$ cat config.mk
export PLATFORM = sky130hd
export DESIGN_NAME = fwd_hazard_unit
export DESIGN_NICKNAME = d
export VERILOG_FILES = /design/src/rtl/fwd_hazard_unit.sv
export SDC_FILE = /design/constraint.sdc
export NUM_CORES = 1
export LEC_CHECK = 0
export CELL_PAD_IN_SITES_DETAIL_PLACEMENT = 0
export CELL_PAD_IN_SITES_GLOBAL_PLACEMENT = 1
export CORE_MARGIN = 3
export CORE_UTILIZATION = 28
export CTS_CLUSTER_SIZE = 20
export DETAILED_ROUTE_END_ITERATION = 7
export PLACE_DENSITY_LB_ADDON = 0.1
export REMOVE_ABC_BUFFERS = 1
export SLEW_MARGIN = 20
export SYNTH_ARGS = -nofsm -noshare
export SYNTH_HDL_FRONTEND = slang
export SYNTH_SLANG_ARGS = --single-unit
$ cat constraint.sdc
create_clock -name Clk -period 5.8 [get_ports Clk]
set_clock_uncertainty 0.1 [all_clocks]
set_input_delay 0.87 -clock Clk [delete_from_list [all_inputs] [get_ports Clk]]
set_output_delay 0.87 -clock Clk [all_outputs]
set_load 0.005 [all_outputs]
$ cat src/rtl/fwd_hazard_unit.sv
// Operand forwarding (M, W, retired-write history) and load-use stall control
// for the E stage of the five-stage pipeline.
module fwd_hazard_unit #(
  parameter int unsigned DATA_W     = 32,
  parameter int unsigned REG_AW     = 5,
  parameter int unsigned NUM_SRC    = 2,
  parameter int unsigned HIST_DEPTH = 1,
  parameter int unsigned CNT_W      = 16
) (
  input  logic                        Clk,
  input  logic                        Reset,
  input  logic [NUM_SRC*REG_AW-1:0]   SrcRegE,
  input  logic [NUM_SRC*DATA_W-1:0]   ReadSrcE,
  input  logic [NUM_SRC*REG_AW-1:0]   SrcRegD,
  input  logic [NUM_SRC-1:0]          SrcUsedD,
  input  logic                        RegWriteE,
  input  logic                        MemToRegE,
  input  logic [REG_AW-1:0]           WriteRegE,
  input  logic                        RegWriteM,
  input  logic [REG_AW-1:0]           WriteRegM,
  input  logic [DATA_W-1:0]           ALUOutM,
  input  logic                        RegWriteW,
  input  logic [REG_AW-1:0]           WriteRegW,
  input  logic [DATA_W-1:0]           ResultW,
  output logic [NUM_SRC*DATA_W-1:0]   SrcE,
  output logic [NUM_SRC*2-1:0]        FwdSel,
  output logic                        StallF,
  output logic                        StallD,
  output logic                        FlushE,
  output logic [CNT_W-1:0]            StallCnt
);

  typedef struct packed {
    logic              valid;
    logic [REG_AW-1:0] regNum;
    logic [DATA_W-1:0] data;
  } histEntry_t;

  typedef enum logic {RUN, BUBBLE} state_t;

  histEntry_t hist [HIST_DEPTH];
  state_t     state;
  state_t     stateNext;
  logic       loadUseHazard;

  // Retired-write history: shifts every cycle, stalls do not freeze it
  always_ff @(posedge Clk) begin
    if (Reset) begin
      for (int k = 0; k < int'(HIST_DEPTH); k++) begin
        hist[k] <= '0;
      end
    end else begin
      hist[0] <= '{valid:  RegWriteW && (WriteRegW != '0),
                   regNum: WriteRegW,
                   data:   ResultW};
      for (int k = 1; k < int'(HIST_DEPTH); k++) begin
        hist[k] <= hist[k-1];
      end
    end
  end

  // Per-source forwarding, youngest producer wins
  always_comb begin
    SrcE   = '0;
    FwdSel = '0;
    for (int i = 0; i < int'(NUM_SRC); i++) begin
      SrcE[i*DATA_W +: DATA_W] = ReadSrcE[i*DATA_W +: DATA_W];
      FwdSel[i*2 +: 2]         = 2'b00;
      if (SrcRegE[i*REG_AW +: REG_AW] != '0) begin
        if (RegWriteM && (WriteRegM == SrcRegE[i*REG_AW +: REG_AW])) begin
          SrcE[i*DATA_W +: DATA_W] = ALUOutM;
          FwdSel[i*2 +: 2]         = 2'b01;
        end else if (RegWriteW && (WriteRegW == SrcRegE[i*REG_AW +: REG_AW])) begin
          SrcE[i*DATA_W +: DATA_W] = ResultW;
          FwdSel[i*2 +: 2]         = 2'b10;
        end else begin
          // Scan oldest to youngest so the lowest matching index is left standing
          for (int k = int'(HIST_DEPTH) - 1; k >= 0; k--) begin
            if (hist[k].valid && (hist[k].regNum == SrcRegE[i*REG_AW +: REG_AW])) begin
              SrcE[i*DATA_W +: DATA_W] = hist[k].data;
              FwdSel[i*2 +: 2]         = 2'b11;
            end
          end
        end
      end
    end
  end

  // Load in E whose destination is read by the instruction in D
  always_comb begin
    loadUseHazard = 1'b0;
    if (RegWriteE && MemToRegE && (WriteRegE != '0)) begin
      for (int i = 0; i < int'(NUM_SRC); i++) begin
        if (SrcUsedD[i] && (SrcRegD[i*REG_AW +: REG_AW] == WriteRegE)) begin
          loadUseHazard = 1'b1;
        end
      end
    end
  end

  always_ff @(posedge Clk) begin
    if (Reset) begin
      state <= RUN;
    end else begin
      state <= stateNext;
    end
  end

  always_comb begin
    stateNext = state;
    case (state)
      RUN:     if (loadUseHazard) stateNext = BUBBLE;
      BUBBLE:  stateNext = RUN;
      default: stateNext = RUN;
    endcase
  end

  always_comb begin
    StallF = 1'b0;
    StallD = 1'b0;
    FlushE = 1'b0;
    if (!Reset && (state == RUN) && loadUseHazard) begin
      StallF = 1'b1;
      StallD = 1'b1;
      FlushE = 1'b1;
    end
  end

  always_ff @(posedge Clk) begin
    if (Reset) begin
      StallCnt <= '0;
    end else if (StallD && (StallCnt != {CNT_W{1'b1}})) begin
      StallCnt <= StallCnt + CNT_W'(1);
    end
  end

endmodule

Word level (Yosys, flattened, before mapping)
Memories as Yosys holds them, arrays and structs flattened.
Cells that the tools add are included.
Storage, ports and cells
  flip-flop bits (word level): 17
  RAM bits: 38
  input port bits: 171
  output and inout bits: 87
  logic and storage cells: 61
  memories kept: 1
Operators by class
  add/sub/neg operators: 1
  eq/ne operators: 9
  multiplexer cells: 27
  bitwise gates (word level): 1
  reduce and logical (&&, ||, !) cells: 20
Memories
  hist: depth 1, bits a word 38, read ports 1, clocked after Yosys merged registers in 0, wr ports 1, line 41  | histEntry_t hist [HIST_DEPTH];
Operators by type and width (count)
  2-to-1 mux 32 bit: 8
  == test 5 bit: 8
  2-to-1 mux 38 bit: 1
  OR reduction 38 bit: 1
  nonzero test 5 bit: 4
  adder 16 x 1 -> 16 bit (second input constant): 1
  2-to-1 mux 2 bit: 8
  != test 16 bit (second input constant): 1
  logical AND 1 bit: 14
  2-to-1 mux 1 bit: 9
  case mux 1 bit (2 select lines): 1
  logical NOT 1 bit: 1
  inverter 1 bit: 1

Longest topological paths before layout
  depth in word-level cells: 8
  mapped depth: 7
  mapped depth without buffers: 6

Least setup slack after synthesis
Ideal clock, no wire load.
  kind: input -> output
  start point: input port WriteRegM[1]
  end point: output port SrcE[54]
  arrival: 2184 ps
  required time: 4830 ps
  path slack: 2646 ps
  stages on the path: 7
  path buffers: 2
  path through: xor2_1 -> nor4_1 -> and3_1 -> buf_2 -> clkbuf_1 -> a221oi_1 -> o2bb2ai_1
On the way
  longest elaborated chain between the ends: 4
Ends and longest elaborated chain
  start, declared: line 20  | input logic [REG_AW-1:0] WriteRegM,
  == test 5 bit: line 70  | if (RegWriteM && (WriteRegM == SrcRegE[i*REG_AW +: REG_AW])) begin
  logical AND 1 bit: line 70
  2-to-1 mux 32 bit: line 70
  2-to-1 mux 32 bit: line 69  | if (SrcRegE[i*REG_AW +: REG_AW] != '0) begin
  end, declared: line 25  | output logic [NUM_SRC*DATA_W-1:0] SrcE,
Every way passes these cells.

Final worst setup path
  start point: input port SrcRegE[1]
  end point: output port SrcE[15]
On the way
  longest elaborated chain between the ends: 6
  elaborated cells on any way between the ends: 11
  those cells by class: eq/ne: 3; mux: 4; reduce/logical: 4
Ends and longest elaborated chain
  start, declared: line 12  | input logic [NUM_SRC*REG_AW-1:0] SrcRegE,
  == test 5 bit: line 79  | if (hist[k].valid && (hist[k].regNum == SrcRegE[i*REG_AW +: REG_AW])) begin
  logical AND 1 bit: line 79
  2-to-1 mux 32 bit: line 79
  2-to-1 mux 32 bit: line 73  | end else if (RegWriteW && (WriteRegW == SrcRegE[i*REG_AW +: REG_AW])) begin
  2-to-1 mux 32 bit: line 70
  2-to-1 mux 32 bit *: line 69
Mark *: on every way between the ends. The rest lies on a longest branch, timed or not.

==> results.md <==
* CTS tree: yes
* Worst reg2reg path startpoint: StallCnt[3]$_SDFFE_PP0P_
* Crit end category: output port
* Sum of buffers and inverters on the critical path at 3
* WP data required at 4.83 ns
* EDFF count, synth at 0
* Worst VDD drop at 0.0949 mV
* CP max stage delay at 0.74 ns
* DR DRC count at 0
* Layout cells sized above 1 at 4.06%
* Synth cell types at 38
* Clock power share at 31.9%
* Sequential cell fraction of total power at 35.6%
* Hold-critical path depth at 2
* Power Internal at 834 uW
* Worst reg2reg endpoint: StallCnt[10]$_SDFFE_PP0P_
* Avg Inst Size Synth at 8.07 sq um
* Worst slew margin at 31.7%
* Per-cell routed wire length at 20.9 um
* Via-per-instance ratio at 5.73
* Post-Synthesis Cells at 540
* Worst Hold Launch: StallCnt[9]$_SDFFE_PP0P_
* Clk sinks at 55
* First-pass GRT wire length at 29100 um
* Switching Share at 25.5%
* Core area at 0.0149 sq mm
* Netlist Area Pre-Place at 0.00436 sq mm
* Nets@finish at 935
* Row cnt at 44
* GRT Overall Usage at 21.6%
* Status: completed
* GR Overflow Total at 0
* Starting density of the core at 29.3%
* Period minus WS final at 5.17 ns
* Placed cell areas at 0.00706 sq mm
* Comb pwr share at 32.5%
* Leading cell types in the layout, fill and taps excluded: 256 x clkdlybuf4s50_1, 67 x o21ai_0, 64 x a221oi_1, 64 x o2bb2ai_1, 55 x dfxtp_1
* Setup TNS at 0 ns
* Share of the yosys chip area belonging to registers at 25.3%
* Reg2reg path depth at 5
* Vias at 5436
* FF+latch count, synth at 55
* R2R Setup Slk at 3.51 ns
* Initial antenna violation count at 0
* Maxcap violations at 0
* Non-filler cells, final at 948
* RSZ-0062 raised after global routing: false
* Number of global-route vias before repair at 5366
* Commonest register cell after synthesis: dfxtp_1
* Final RePlAce weighted congestion at 0.836
* Setup crit start kind: input port
* Fill count at 1414
* Slowest cell on crit path: and3_1
* Pwr dens at 155 mW/mm^2
* Die area at 0.0171 sq mm
* Hold bufs inserted after CTS at 0
* Worst-Margin Slew at 1.02 ns
* Crit path max-delay family: buffers and inverters
* Crit path cell chain: clkdlybuf4s50_1, xor2_1, nor4_1, and3_1, buf_4, a221oi_1, o2bb2ai_1, clkdlybuf4s50_1
* Die H at 131 um
* Drt first pass iters at 6
* Most common cell after layout, fill and taps aside: clkdlybuf4s50_1
* LEAKAGE at 2.43 nW
* Clk Latency, worst-skew pair at 0.30 ns
* CTS buffer count at 5
* Final setup viols at 0
* Hold EP: StallCnt[9]$_SDFFE_PP0P_
* CTS resizes at 0
* Crit path top cell by count: clkdlybuf4s50_1
* Max-slew violations at 0
* Top achievable clock speed at 194 MHz
* Final hold vios at 0
* Post-synth ARST share at 0%
* Chip width at 131 um
* H-Tree Depth at 2
* Worst endpoint data arrival time at 4.20 ns
* Area growth syn-to-layout at 65.9%
* Routed WL at 19800 um
* Worst-path maximum fanout at 19
* Post-route cell area at 0.00723 sq mm
* DR iter-0 viols at 338
* Postcts setup bufs at 0
* Largest net degree at the start of global routing at 56
* Root buf cell: clkbuf_16
* P_sw at 286 uW
* DP HPWL at 14300 um
* IO Port Bufs at 257
* WS Path Type: input port to output port
* Worst-path clk slew at 0.07 ns
* Hold Path Class: register to register
* Ant diodes at 0
* Ys Warns at 0
* IO Count at 258
* Clock Tree Buf Depth at 2
* Post-route clock period utilization at 89.1%
* Placed insts at 940
* Antenna viol nets, final at 0
-- synth_stat cells, types with 2 or more instances --
| master | n | share of area, % |
|---|---|---|
| o211a_1 | 2 | 0.46 |
| nor3_1 | 8 | 0.92 |
| xor2_1 | 24 | 4.8 |
| dfxtp_1 | 55 | 25 |
| buf_4 | 3 | 0.52 |
| a221oi_1 | 64 | 13 |
| nor2_1 | 10 | 0.86 |
| or3_1 | 2 | 0.29 |
| nand2_1 | 12 | 1.0 |
| xnor2_1 | 16 | 3.2 |
| mux2_2 | 2 | 0.52 |
| buf_2 | 18 | 2.1 |
| nor2b_1 | 42 | 6.0 |
| nand3_1 | 11 | 1.3 |
| a21oi_1 | 17 | 2.0 |
| inv_1 | 3 | 0.26 |
| buf_1 | 2 | 0.17 |
| o2bb2ai_1 | 64 | 13 |
| and3_1 | 4 | 0.57 |
| nor4_1 | 6 | 0.86 |
| nand4_1 | 5 | 0.72 |
| and2_1 | 35 | 5.0 |
| o21ai_0 | 67 | 7.7 |
| or4_1 | 12 | 2.1 |
| o31ai_1 | 10 | 1.7 |
| clkbuf_1 | 34 | 2.9 |
-- metrics by stage --
stage               util [%]  power [mW]  setup slack, ns  hold WS (ns)
CTS                     48.6        1.13            0.622         0.410
global placement        47.5       0.770            0.598         0.377
floorplan                  -       0.516             1.83         0.371
detailed placement      47.5       0.771            0.626         0.399
global route            48.6        1.17            0.411         0.435
finish                  48.6        1.12            0.632         0.410
-- area by class of cell --
cell class	count	area, sq um	share of cell area [%]
Inverter	3	11.3	0.156
Clock inverter	2	35.0	0.485
Timing Repair Buffer	273	2690	37.2
Tap cell	184	230	3.18
Sequential cell	55	1100	15.2
Clock buffer	6	139	1.92
Multi-Input combinational cell	425	3030	41.8
-- cell families after synthesis --
logic type,share of synthesized area (%)
AO/OA/AOI/OAI,39.4
buffers and inverters,5.94
AND/OR/NAND/NOR,20.4
flip-flops,25.3
multiplexers,0.746
adder cells (fa/ha/maj),0.287
XOR/XNOR,8.04
-- state kept, by name, summed over array words and instances, names as in the netlist --
signal	count
hist	38
StallCnt	16
state	1
-- power by group through the flow --
stage | Sequential (mW) | Clock (mW) | Combinational [mW]
floorplan | 0.405 | 0 | 0.111
global placement | 0.407 | 0 | 0.362
detailed placement | 0.408 | 0 | 0.363
CTS | 0.399 | 0.371 | 0.365
global route | 0.400 | 0.380 | 0.390
finish | 0.399 | 0.358 | 0.364
-- layer usage --
metal | vias to the layer above | share of wire (%) | global-route usage, %
met5 | - | 0 | 0
met4 | 0 | 2.0 | 5.93
met3 | 26 | 9.0 | 5.12
met2 | 260 | 48 | 37.6
met1 | 2600 | 41 | 26.6
li1 | 2550 | - | -
-- worst reg2reg max path: stages, from the launching register on --
cell	delay (ns)
dfxtp_1	0.44
nand4_1	0.23
or4_1	0.59
nand2_1	0.41
nor3_1	0.12
mux2_2	0.29
-- worst max path at each step --
stage | slack (ns) | cells past startpoint | end | from
2_1_floorplan | 1.83 | 5 | SrcE[0] | WriteRegW[4]
3_3_place_gp | 0.60 | 8 | SrcE[19] | SrcRegE[1]
3_5_place_dp | 0.63 | 8 | SrcE[15] | SrcRegE[1]
4_1_cts | 0.62 | 8 | SrcE[15] | SrcRegE[1]
5_1_grt | 0.41 | 8 | SrcE[15] | SrcRegE[1]
6_report | 0.63 | 8 | SrcE[15] | SrcRegE[1]
(Power assumes the default switching activity.)
